**src/rtl/uart_pkg.sv**
```systemverilog
// Shared definitions for the UART receive path.
//   - parity mode constants
//   - receiver FSM state encoding
//   - baud counter sizing helpers
package uart_pkg;

    localparam int PAR_NONE = 0;
    localparam int PAR_ODD  = 1;
    localparam int PAR_EVEN = 2;

    typedef enum logic [2:0] {
        ST_IDLE   = 3'd0,
        ST_START  = 3'd1,
        ST_DATA   = 3'd2,
        ST_PARITY = 3'd3,
        ST_STOP   = 3'd4
    } rx_state_t;

    // Clocks per bit period.
    function automatic int baud_cnt_max(input int clk_freq, input int bps);
        return clk_freq / bps;
    endfunction

    // Width of a counter that runs 0..baud_cnt_max-1.
    function automatic int baud_cnt_width(input int clk_freq, input int bps);
        int w;
        w = $clog2(clk_freq / bps);
        return (w < 1) ? 1 : w;
    endfunction

endpackage

```
**src/rtl/uart_rx_sync.sv**
```systemverilog
// Serial line conditioner: two-flop synchroniser followed by a third flop
// used only for falling-edge detection. All stages reset to the idle (1) level.
// Ports:
//   sys_clk  - system clock
//   sys_rst  - synchronous active-high reset
//   rx       - asynchronous serial input
//   rx_sync  - synchronised line level (stage 2)
//   rx_fall  - one-cycle pulse, stage 3 high and stage 2 low
module uart_rx_sync (
    input  logic sys_clk,
    input  logic sys_rst,
    input  logic rx,
    output logic rx_sync,
    output logic rx_fall
);

    logic [2:0] sync_q;

    always_ff @(posedge sys_clk) begin
        if (sys_rst) begin
            sync_q <= 3'b111;
        end else begin
            sync_q <= {sync_q[1:0], rx};
        end
    end

    assign rx_sync = sync_q[1];
    assign rx_fall = sync_q[2] & ~sync_q[1];

endmodule

```
**src/rtl/uart_rx_cfg.sv**
```systemverilog
// Parametrised UART receiver with triple-sample majority vote per bit,
// false-start rejection, optional parity and one or two checked stop bits.
// Ports:
//   sys_clk        - system clock
//   sys_rst        - synchronous active-high reset
//   rx             - asynchronous serial line, idle high
//   po_data        - received word, bit0 = first data bit on the line
//   po_flag        - one-cycle pulse, po_data and error flags valid
//   po_parity_err  - parity mismatch for the delivered frame
//   po_frame_err   - a checked stop bit was sampled low
//   busy           - frame reception in progress
//
// state     | meaning
// ----------+---------------------------------------------------------
// ST_IDLE   | waiting for a falling edge, baud counter held at 0
// ST_START  | validating the start bit; high majority is a false start
// ST_DATA   | shifting in DATA_BITS data bits, LSB first
// ST_PARITY | checking the parity bit (only when parity is enabled)
// ST_STOP   | checking stop bits; frame delivered after the last one
module uart_rx_cfg
    import uart_pkg::*;
#(
    parameter int CLK_FREQ  = 50_000_000,
    parameter int UART_BPS  = 9600,
    parameter int DATA_BITS = 8,
    parameter int PARITY    = 0,
    parameter int STOP_BITS = 1
) (
    input  logic                 sys_clk,
    input  logic                 sys_rst,
    input  logic                 rx,
    output logic [DATA_BITS-1:0] po_data,
    output logic                 po_flag,
    output logic                 po_parity_err,
    output logic                 po_frame_err,
    output logic                 busy
);

    localparam int BAUD_CNT_MAX = baud_cnt_max(CLK_FREQ, UART_BPS);
    localparam int CNT_W        = baud_cnt_width(CLK_FREQ, UART_BPS);
    localparam int MID          = BAUD_CNT_MAX / 2;

    localparam logic [CNT_W-1:0] CNT_LAST = CNT_W'(BAUD_CNT_MAX - 1);
    localparam logic [CNT_W-1:0] SMP_A    = CNT_W'(MID - 1);
    localparam logic [CNT_W-1:0] SMP_B    = CNT_W'(MID);
    localparam logic [CNT_W-1:0] SMP_C    = CNT_W'(MID + 1);
    localparam logic [CNT_W-1:0] TICK_CNT = CNT_W'(MID + 2);

    localparam logic [3:0] LAST_DATA = 4'(DATA_BITS - 1);
    localparam logic [3:0] LAST_STOP = 4'(STOP_BITS - 1);
    localparam logic       PAR_EN    = (PARITY != PAR_NONE);
    // XOR over data and parity bit expected by the selected mode
    localparam logic       PAR_XOR   = (PARITY == PAR_ODD);

    logic                 rx_sync;
    logic                 rx_fall;
    rx_state_t            state;
    rx_state_t            state_nxt;
    logic [CNT_W-1:0]     baud_cnt;
    logic [2:0]           samp;
    logic [3:0]           bit_cnt;
    logic [DATA_BITS-1:0] shift_reg;
    logic                 par_err;
    logic                 frm_err;
    logic                 bit_tick;
    logic                 bit_val;
    logic                 last_data;
    logic                 last_stop;

    uart_rx_sync u_sync (
        .sys_clk (sys_clk),
        .sys_rst (sys_rst),
        .rx      (rx),
        .rx_sync (rx_sync),
        .rx_fall (rx_fall)
    );

    assign bit_tick  = (state != ST_IDLE) && (baud_cnt == TICK_CNT);
    assign bit_val   = (samp[0] & samp[1]) | (samp[0] & samp[2]) | (samp[1] & samp[2]);
    assign last_data = (bit_cnt == LAST_DATA);
    assign last_stop = (bit_cnt == LAST_STOP);
    assign busy      = (state != ST_IDLE);

    always_comb begin
        state_nxt = state;
        case (state)
            ST_IDLE: begin
                if (rx_fall) state_nxt = ST_START;
            end
            ST_START: begin
                if (bit_tick) state_nxt = bit_val ? ST_IDLE : ST_DATA;
            end
            ST_DATA: begin
                if (bit_tick && last_data) state_nxt = PAR_EN ? ST_PARITY : ST_STOP;
            end
            ST_PARITY: begin
                if (bit_tick) state_nxt = ST_STOP;
            end
            ST_STOP: begin
                // leaving mid-way through the last stop bit lets a start edge
                // right after it be accepted
                if (bit_tick && last_stop) state_nxt = ST_IDLE;
            end
            default: state_nxt = ST_IDLE;
        endcase
    end

    always_ff @(posedge sys_clk) begin
        if (sys_rst) begin
            state         <= ST_IDLE;
            baud_cnt      <= '0;
            samp          <= 3'b111;
            bit_cnt       <= '0;
            shift_reg     <= '0;
            par_err       <= 1'b0;
            frm_err       <= 1'b0;
            po_data       <= '0;
            po_flag       <= 1'b0;
            po_parity_err <= 1'b0;
            po_frame_err  <= 1'b0;
        end else begin
            state   <= state_nxt;
            po_flag <= 1'b0;

            if (state == ST_IDLE || state_nxt == ST_IDLE) begin
                baud_cnt <= '0;
            end else if (baud_cnt == CNT_LAST) begin
                baud_cnt <= '0;
            end else begin
                baud_cnt <= baud_cnt + 1'b1;
            end

            if (baud_cnt == SMP_A) samp[0] <= rx_sync;
            if (baud_cnt == SMP_B) samp[1] <= rx_sync;
            if (baud_cnt == SMP_C) samp[2] <= rx_sync;

            case (state)
                ST_IDLE: begin
                    if (rx_fall) begin
                        bit_cnt <= '0;
                        par_err <= 1'b0;
                        frm_err <= 1'b0;
                    end
                end
                ST_DATA: begin
                    if (bit_tick) begin
                        shift_reg <= {bit_val, shift_reg[DATA_BITS-1:1]};
                        bit_cnt   <= last_data ? 4'd0 : bit_cnt + 4'd1;
                    end
                end
                ST_PARITY: begin
                    if (bit_tick) par_err <= ((^shift_reg) ^ bit_val) != PAR_XOR;
                end
                ST_STOP: begin
                    if (bit_tick) begin
                        if (last_stop) begin
                            po_flag       <= 1'b1;
                            po_data       <= shift_reg;
                            po_parity_err <= par_err;
                            po_frame_err  <= frm_err | ~bit_val;
                        end else begin
                            frm_err <= frm_err | ~bit_val;
                            bit_cnt <= bit_cnt + 4'd1;
                        end
                    end
                end
                default: ;
            endcase
        end
    end

endmodule
```
**config.mk**
```make
export PLATFORM = sky130hd
export DESIGN_NAME = uart_rx_cfg
export DESIGN_NICKNAME = d
export VERILOG_FILES = /design/src/rtl/uart_pkg.sv /design/src/rtl/uart_rx_sync.sv /design/src/rtl/uart_rx_cfg.sv
export SDC_FILE = /design/constraint.sdc
export NUM_CORES = 1
export LEC_CHECK = 0
export ABC_AREA = 1
export BUFFER_PORTS_ARGS = -buffer_cell sky130_fd_sc_hd__buf_2
export CAP_MARGIN = 20
export CORE_MARGIN = 2
export CORE_UTILIZATION = 35
export CTS_CLUSTER_SIZE = 10
export DETAILED_ROUTE_END_ITERATION = 10
export GPL_TIMING_DRIVEN = 0
export HOLD_SLACK_MARGIN = 0.03
export MAX_ROUTING_LAYER = met4
export PLACE_DENSITY = 0.51
export SLEW_MARGIN = 15
export SYNTH_ARGS = -nofsm -noshare
export SYNTH_HDL_FRONTEND = slang
export SYNTH_SLANG_ARGS = --single-unit
```
**constraint.sdc**
```tcl
create_clock -name sys_clk -period 3.7 [get_ports sys_clk]
set_clock_uncertainty 0.05 [all_clocks]
set_input_delay 0.185 -clock sys_clk [delete_from_list [all_inputs] [get_ports sys_clk]]
set_output_delay 0.185 -clock sys_clk [all_outputs]
set_load 0.1 [all_outputs]
```
**After elaboration in Yosys (flattened, before gate mapping)**

Cells that the tools add are included.

- Bits of input ports: 3
- Memories: 0
- ROM bits: 0
- Output and inout port bits: 12
- Register bits after elaboration: 47
- Latch bits: 0
- Memory bits (writable): 0
- Word-level logic and storage cells: 82

- Multiplexer cells: 20
- Add/subtract/negate cells: 2
- Bitwise operators: 12
- Reductions and logical operators: 19
- Magnitude comparators: 0
- Shift operators: 0
- Divide/modulo/power cells: 0
- $mul: 0
- Eq/ne operators: 15

Operator list:

| operator | number |
|---|---|
| == test 13 x 12 -> 1 bit (second input constant) | 4 |
| two-way mux 4 bit | 5 |
| two-way mux 3 bit | 5 |
| one-hot mux 3 bit (5 select lines) | 1 |
| adder 13 x 1 -> 13 bit (second input constant) | 1 |
| == test 13 bit (second input constant) | 1 |
| one-hot mux 4 bit (3 select lines) | 1 |
| inequality test 2 bit (second input constant) | 5 |
| XOR reduction 8 bit | 1 |
| == test 3 x 2 -> 1 bit (second input constant) | 2 |
| zero test 3 bit | 2 |
| AND reduction 3 bit | 2 |
| nonzero test 3 bit | 2 |
| OR reduction 3 bit | 2 |
| two-way mux 1 bit | 5 |
| AND reduction 5 bit | 1 |
| adder 4 x 1 -> 4 bit (second input constant) | 1 |
| AND 1 bit | 4 |
| == test 4 x 3 -> 1 bit (second input constant) | 1 |
| zero test 4 bit | 1 |
| NOT 1 bit | 4 |
| one-hot mux 1 bit (2 select lines) | 2 |
| AND reduction 4 bit | 1 |
| nonzero test 2 bit | 2 |
| other kinds (8) | 12 |

**Logic depth before layout (Yosys ltp)**

Gate-level depths: netlist of run 1.

- Word-level depth: 9
- Gate-level depth with buffers: 13
- Mapped depth without buffers: 12

**By module**

From an unflattened synthesis of run 1, not the netlist that was laid out.

- Cells, all modules: 320
- Area, all modules: 2,422.3 um^2

Modules (own cells, without submodules):

| module | cells each | area each (um^2) | instances |
|---|---|---|---|
| uart_rx_cfg | 308 | 2,328.5 | 1 |
| uart_rx_sync | 12 | 93.8 | 1 |

**Least setup slack after synthesis of run 1**

Ideal clock, no wire load.

- Kind: reg-to-reg
- Start point: register state[0]
- End point: register baud_cnt[3]
- Stages on the path, launching flop included: 11
- Setup time: 0.121 ns
- Slack: 1.531 ns
- Clock period less this slack: 2.169 ns
- Required time: 3.529 ns
- Data arrival time: 1.998 ns
- Cell sequence: dfxtp_1 nor2_2 nand2_1 nand4_2 nand2_1 nand2_1 nand2_2 nand2_2 nand2_4 buf_12 nor2_4

- Word-level cells in the longest chain between the ends: 8
- Elaborated cells on any way between the ends: 18

Ends and longest elaborated chain:

| what | RTL line | text |
|---|---|---|
| from (decl) | uart_rx_cfg.sv:57 | `rx_state_t state;` |
| from (signal assigned) | uart_rx_cfg.sv:122 | `state <= state_nxt;` |
| nonzero test 3 bit * | n/a |  |
| net busy | uart_rx_cfg.sv:36 | `output logic busy` |
| logical AND 1 bit * | uart_rx_cfg.sv:78 | `assign bit_tick = (state != ST_IDLE) && (baud_cnt == TICK_CNT);` |
| logical AND 1 bit (on tied branches) | uart_rx_cfg.sv:102, uart_rx_cfg.sv:94 |  |
| two-way mux 3 bit (on tied branches) | uart_rx_cfg.sv:102, uart_rx_cfg.sv:94 |  |
| one-hot mux 3 bit (5 select lines) * | uart_rx_cfg.sv:86 | `case (state)` |
| zero test 3 bit * | uart_rx_cfg.sv:125 | `if (state == ST_IDLE \|\| state_nxt == ST_IDLE) begin` |
| logical OR 1 bit * | uart_rx_cfg.sv:125 |  |
| OR reduction 3 bit (no source line) * | n/a |  |
| to (signal assigned) | uart_rx_cfg.sv:130 | `baud_cnt <= baud_cnt + 1'b1;` |
| to (decl) | uart_rx_cfg.sv:59 | `logic [CNT_W-1:0] baud_cnt;` |

Mark *: on every way through the listed nets, which the timed path passes. The rest lies on a longest branch.
A chain may end at the register's enable or synchronous reset.

**Final worst setup path of run 1**

- Start point: register baud_cnt[0]
- End point: register shift_reg[7]

- Word-level cells in the longest chain between the ends: 3

Ends and longest elaborated chain:

| what | RTL line | text |
|---|---|---|
| == test 13 x 12 -> 1 bit | uart_rx_cfg.sv:78 |  |
| logical AND 1 bit | uart_rx_cfg.sv:78 |  |
| AND reduction 2 bit (no source line) | n/a |  |
| to (signal assigned) | uart_rx_cfg.sv:147 | `shift_reg <= {bit_val, shift_reg[DATA_BITS-1:1]};` |
| to (decl) | uart_rx_cfg.sv:62 | `logic [DATA_BITS-1:0] shift_reg;` |

Every way passes these cells.

==> impl_metrics.py, run 1 <==
metrics = {
    "cells_and_area": {
        "multi_input_area_um2": 1236,
        "area_delta_synth_final_pct": 13.01,
        "seqCellArea_um2": 940.9,
        "nFillCells": 708,
        "nets": 344,
        "final_cells": 416,
        "largest_register_ffs": 13,
        "design_area_um2": 2718,
        "layout-drive-gt1-share_pct": 17.56,
        "antennaDiodeCount": 0,
    },
    "route": {
        "routedWlPerCell_um": 11.28,
        "first_iter_violations": 100,
        "finalWirelength_um": 4692,
        "drc": 0,
        "routed_via_density": 4.714,
        "dr.pass1.iters": 4,
        "drtAntennaViolNets": 0,
        "via_count": 1961,
    },
    "die": {
        "die_x_um": 86.89,
        "die_area_um2": 7550,
        "core_um2": 6719,
        "core.rowCount": 30,
        "io_pins": 15,
        "die_h_um": 86.89,
        "start_util_pct": 35.79,
    },
    "synth": {
        "synth_area_um2": 2405,
        "synth_cells": 313,
        "syn_nets": 322,
        "ys_seq_area_share_pct": 39.13,
        "synth_common_cells": "dfxtp_1 (47), nand2_1 (46), inv_1 (44)",
        "synth_area_leaders": "dfxtp_1 (39%), nand2_1 (7.2%), inv_1 (6.9%)",
        "synth_edf_count": 0,
        "syn_area_per_cell_um2": 7.683,
        "yosysWarnings": 0,
        "yosys.area.top_type": "dfxtp_1",
        "synth.most_common_cell": "dfxtp_1",
        "yosysUniqueCellTypes": 34,
        "synth-seq-cells": 47,
        "synth_ff_type": "dfxtp_1",
        "synth_top_area_share_pct": 39.13,
        "async_reset_ff_share_pct": 0,
    },
    "power": {
        "power.density_nw_per_um2": 363.6,
        "power_frac_seq_pct": 51.7,
        "ir_drop_v": 0.0001271,
        "internal-power_w": 0.0007885,
        "combPwrFrac_pct": 3.5,
        "total_power_w": 0.0009881,
        "p_clk_share_pct": 44.8,
        "switching_share_pct": 20.20,
        "power.net_switching_w": 0.0001996,
        "leakagePower_nw": 1.104,
    },
    "sta": {
        "grt_setup_unrepaired": "false",
        "slew_headroom_pct": 66.41,
        "finalCriticalPeriod_ns": 1.946,
        "holdWs_ns": 0.1244,
        "drv_slew": 0,
        "worst_pin_slew_ns": 0.5038,
        "tns_ns": 0,
        "finalSetupViolations": 0,
        "finalHoldViolations": 0,
        "timing.fmax_mhz": 514.0,
        "period_share_pct": 52.59,
    },
    "worst_setup_path": {
        "reg2reg_from": "baud_cnt[0]$_SDFF_PP0_",
        "crit_arrival_ns": 2.09,
        "endpoint_kind": "flip-flop",
        "worstSetupStartpointType": "flip-flop",
        "cp.required_ns": 3.84,
        "reg2reg_depth": 10,
        "rr_endpoint": "shift_reg[7]$_SDFFE_PP0P_",
        "cp_max_fo": 10,
        "r2r_slack_ns": 1.75,
        "critical_path_class": "flip-flop to flip-flop",
    },
    "clock_tree": {
        "clkTransAtPathRegs_ns": 0.09,
        "clk-insertion-delay-late_ns": 0.30,
        "clockBufferDepth": 2,
        "cts_inserted_buffers": 5,
        "ctsResizeCount": 0,
        "post-cts-setup-buffers": 0,
        "cts_sinks": 47,
        "cts_tree": "done",
        "htree_levels": 2,
        "cts_root_buf": "clkbuf_8",
    },
    "job": {
        "cap_violations": 0,
    },
    "outcome": {
        "run_status": "completed",
    },
    "placed_design": {
        "dp_hpwl_um": 3467,
        "place_area_um2": 2575,
        "place.gp.congestion": 0.8269,
        "port_buffers": 14,
        "placed_cells": 407,
    },
    "global_route": {
        "antenna_found_initial": 0,
        "grt_use_total_pct": 14.28,
        "grt_pass1_wl_um": 8231,
        "grt_pass1_vias": 1793,
        "overflow": 0,
        "grt_max_degree": 15,
    },
    "min_path": {
        "hold_depth": 3,
        "hold_path_startpoint": "sys_rst",
        "hold_path.class": "primary input to flip-flop",
        "worstHoldEndpoint": "samp[2]$_SDFFE_PP1N_",
    },
}
-- cells by family (layout without fill, tap and decap cells) --
| logic type | Yosys count | in the layout | share of synthesized area, % |
|---|---|---|---|
| AO/OA/AOI/OAI | 59 | 59 | 13.22 |
| XOR/XNOR | 18 | 18 | 6.556 |
| adder cells (fa/ha/maj) | 6 | 6 | 3.122 |
| buffers and inverters | 54 | 77 | 9.469 |
| flip-flops | 47 | 47 | 39.13 |
| AND/OR/NAND/NOR | 129 | 129 | 28.51 |
-- worst max-delay path by stage --
stage                            from                        end  cells past startpoint
2_1_floorplan     state[0]$_SDFF_PP0_     baud_cnt[3]$_SDFF_PP0_                     10
3_3_place_gp   baud_cnt[0]$_SDFF_PP0_  shift_reg[6]$_SDFFE_PP0P_                     10
3_5_place_dp   baud_cnt[0]$_SDFF_PP0_  shift_reg[6]$_SDFFE_PP0P_                     10
4_1_cts        baud_cnt[0]$_SDFF_PP0_  shift_reg[6]$_SDFFE_PP0P_                     10
5_1_grt        baud_cnt[0]$_SDFF_PP0_  shift_reg[6]$_SDFFE_PP0P_                     10
6_report       baud_cnt[0]$_SDFF_PP0_  shift_reg[7]$_SDFFE_PP0P_                     10
-- power groups by stage --
stage | sequential, W | clock (W) | combinational (W)
3_5_place_dp | 0.000523 | 0 | 0.0000342
6_report | 0.000511 | 0.000443 | 0.0000343
2_1_floorplan | 0.000522 | 0 | 0.0000255
3_3_place_gp | 0.000523 | 0 | 0.0000338
5_1_grt | 0.000511 | 0.000484 | 0.0000388
4_1_cts | 0.000511 | 0.000459 | 0.0000350
-- cell type report --
type                    count  area share (%)
clock buffers               6           2.670
plain buffers               6           1.750
repair buffers             15           2.947
flip-flops and latches     47           34.62
well taps                  80           3.683
multi-input cells         212           45.49
clock inverters             2           2.210
inverters                  48           6.630
-- layout by cell type (no fill, tap or decap), types with 2 or more instances in the layout --
cell       instances
o21ai_0           24
bufinv_16          2
nand2_2            4
clkbuf_8           5
xnor2_1            5
a21oi_1           28
nand2_1           46
inv_1             44
nor2_1            25
xor2_1            13
nor2_4            13
nor3_1             4
or2_2              2
clkbuf_1           3
nor2_2             4
inv_2              4
buf_2             15
o21ai_2            2
dfxtp_1           47
ha_1               6
nor4_1             3
nand3_1           18
nand4_1            5
-- stage by stage --
| step | utilization [%] | worst slack [ns] |
|---|---|---|
| 3_5_place_dp | 38.32 | 1.745 |
| 3_3_place_gp | 38.32 | 1.754 |
| 4_1_cts | 40.45 | 1.731 |
| 2_1_floorplan | - | 1.531 |
| 6_report | 40.45 | 1.754 |
| 5_1_grt | 40.45 | 1.552 |
-- per-layer routing --
metal / global-route usage, % / part of all wire (%) / vias to the layer above
li1: - / - / 1041
met2: 20.33 / 42 / 28
met3: 3.981 / 2.6 / 6
met1: 19.46 / 54 / 886
met4: 4.688 / 1.7 / 0
met5: - / 0 / -
-- worst max-delay path, stage by stage (launching register included) --
cell and delay (ns):
dfxtp_1 0.36, inv_1 0.13, ha_1 0.20, inv_1 0.06
nor2_2 0.10, nand3_2 0.10, nor2_4 0.18, nand2_1 0.19
buf_2 0.24, o21ai_0 0.18, a21oi_1 0.05
-- what timing repair did --
action,4_1_cts,5_1_grt
endpoints found under the hold margin,1,0
setup endpoints to repair,0,0
hold buffers,1,0
(Power assumes the default switching activity.)
==> run 2, diff against run 1 <==
==> constraint.sdc (replaced) <==
create_clock -name sys_clk -period 1.9 [get_ports sys_clk]
set_clock_uncertainty 0.05 [all_clocks]
set_input_delay 0.095 -clock sys_clk [delete_from_list [all_inputs] [get_ports sys_clk]]
set_output_delay 0.095 -clock sys_clk [all_outputs]
set_load 0.1 [all_outputs]
==> run 2 against run 1 <==
  * Sequential power is 94% higher
  * Die area stayed put
  * Non-clock buffer count is 10 higher
  * Routed wire length is 2.5% higher
  * Maximum frequency is 6.0% higher
  * Clock power is 73% higher
  * Power is 86% higher
  * Global-route usage hardly changed
  * Core utilization is 2.0 points higher
  * Worst hold slack better by 0.24 ns
  * Via count is 1.4% higher
  * Worst setup slack worse by 1.7 ns
  * Critical endpoint is now baud_cnt[5]$_SDFF_PP0_
  * Largest power group unchanged
  * Highest routed layer unchanged
==> impl_metrics.py, run 2 (same netlist as run 1, synthesis figures left out) <==
metrics = {
    "route": {
        "dr.pass1.iters": 4,
        "routed_via_density": 4.667,
        "routedWlPerCell_um": 11.28,
        "drc": 0,
        "finalWirelength_um": 4807,
        "first_iter_violations": 93,
        "via_count": 1988,
        "drtAntennaViolNets": 0,
    },
    "die": {
        "die_h_um": 86.89,
        "start_util_pct": 35.79,
        "core_um2": 6719,
        "io_pins": 15,
        "die_x_um": 86.89,
        "core.rowCount": 30,
        "die_area_um2": 7550,
    },
    "sta": {
        "fin_ws_ns": 0.06438,
        "drv_slew": 0,
        "grt_setup_unrepaired": "true",
        "period_share_pct": 96.61,
        "finalCriticalPeriod_ns": 1.836,
        "slew_headroom_pct": 67.05,
        "timing.fmax_mhz": 544.8,
        "finalSetupViolations": 0,
        "worst_pin_slew_ns": 0.4976,
        "finalHoldViolations": 0,
    },
    "power": {
        "switching_share_pct": 23.13,
        "power.net_switching_w": 0.0004242,
        "power_frac_seq_pct": 54.2,
        "p_clk_share_pct": 41.9,
        "internal-power_w": 0.001409,
        "power.density_nw_per_um2": 643.4,
        "total_power_w": 0.001834,
        "leakagePower_nw": 1.177,
        "ir_drop_v": 0.0003088,
        "combPwrFrac_pct": 4.0,
    },
    "cells_and_area": {
        "final_cell_mix": "nand2_1 (44), inv_1 (42), dfxtp_1 (40), a21oi_1 (28)",
        "largest_register_ffs": 13,
        "area_delta_synth_final_pct": 18.52,
        "antennaDiodeCount": 0,
        "design_area_um2": 2850,
        "final_common_cell": "nand2_1",
        "layout-drive-gt1-share_pct": 24.28,
        "nets": 354,
    },
    "worst_setup_path": {
        "reg2reg_from": "baud_cnt[0]$_SDFF_PP0_",
        "cp_max_fo": 6,
        "slowest_delay_ns": 0.37,
        "cp.required_ns": 2.10,
        "crit_arrival_ns": 2.04,
        "startpoint": "baud_cnt[0]$_SDFF_PP0_",
        "reg2reg_depth": 13,
        "endpoint_kind": "flip-flop",
        "worstSetupStartpointType": "flip-flop",
        "cp_cell_sequence": "inv_4 -> ha_4 -> inv_2 -> nor2_2 -> nand3_2 -> nor2_4 -> o211ai_2 -> nand2_1 -> nand2_2 -> nand2_2 -> nand2_4 -> clkbuf_16 -> nor2_4",
        "critical_path_class": "flip-flop to flip-flop",
        "cp_slowest_cell": "dfxtp_4",
    },
    "placed_design": {
        "place_area_um2": 2577,
        "port_buffers": 14,
        "place.gp.congestion": 0.8361,
        "place_ws_ns": -0.06582,
        "dp_hpwl_um": 3455,
    },
    "clock_tree": {
        "clk-insertion-delay-late_ns": 0.31,
        "cts_root_buf": "clkbuf_8",
        "cts_inserted_buffers": 5,
        "clkTransAtPathRegs_ns": 0.10,
        "clockBufferDepth": 2,
        "htree_levels": 2,
        "cts_sinks": 47,
        "cts_tree": "done",
    },
    "min_path": {
        "hold_depth": 1,
        "hold_path.class": "flip-flop to flip-flop",
        "hold_path_startpoint": "u_sync.sync_q[0]$_SDFF_PP1_",
    },
    "outcome": {
        "run_status": "completed",
    },
    "global_route": {
        "grt_pass1_vias": 1818,
        "grt_pass1_wl_um": 8286,
        "overflow": 0,
        "antenna_found_initial": 0,
        "grt_max_degree": 17,
        "grt_use_total_pct": 14.31,
    },
    "job": {
        "cap_violations": 0,
    },
}
run 2: what timing repair did:
action,4_1_cts,5_1_grt
gates cloned,0,1
resized for setup,3,18
buffers inserted,0,7
pin swaps,0,8
hold buffers,3,0
hold endpoints to repair,5,0
setup endpoints to repair,11,28
run 2: area by class of cell:
cell class	instances	area, µm²
Tap cell	80	100.1
Multi-Input combinational cell	212	1272
Fill cell	699	3869
Timing Repair Buffer	25	177.7
Buffer	6	50.05
Inverter	48	182.7
Clock buffer	5	68.82
Sequential cell	47	952.2
Clock inverter	3	46.29
run 2: power groups by stage:
| stage | Combinational (W) | Clock [W] | Sequential [W] |
|---|---|---|---|
| after floorplan | 0.0000499 | 0 | 0.00102 |
| after global routing | 0.0000821 | 0.000832 | 0.000995 |
| after CTS | 0.0000716 | 0.000801 | 0.000995 |
| after global placement | 0.0000667 | 0 | 0.00102 |
| after detailed placement | 0.0000667 | 0 | 0.00102 |
| final | 0.0000729 | 0.000768 | 0.000993 |
run 2: routing by layer:
layer / wire length [µm] / share of wire [%] / vias to the layer above / track usage, %
met2: 2022 / 42 / 22 / 20.12
met4: 76 / 1.6 / 0 / 4.688
met1: 2564 / 53 / 896 / 20.09
li1: - / - / 1066 / -
met5: 0 / 0 / - / -
met3: 145 / 3.0 / 4 / 3.412
run 2: through the flow:
step                      hold slack, ns  setup TNS, ns  util [%]  instances
after global routing              0.3856        -0.3343     42.42        426
final                             0.3673              0     42.42        426
after global placement            0.2281        -0.1546     38.36        407
after detailed placement          0.2320        -0.1019     38.36        407
after CTS                         0.3715              0     40.63        418
after floorplan                   0.1447              0         -        313
run 2: path summary, 6_finish.rpt:
| kind | end | slack, ns |
|---|---|---|
| max | baud_cnt[5]$_SDFF_PP0_ | 0.06 |
| min | u_sync.sync_q[1]$_SDFF_PP1_ | 0.37 |
| max reg2reg | baud_cnt[5]$_SDFF_PP0_ | 0.06 |
| min reg2reg | u_sync.sync_q[1]$_SDFF_PP1_ | 0.37 |
run 2: critical path: cells and delay by family (launching register included):
kind / cells / cell delay, ns
simple gates: 8 / 0.82
flops: 1 / 0.37
buf+inv: 3 / 0.28
fa+ha+maj: 1 / 0.13
compound gates: 1 / 0.13
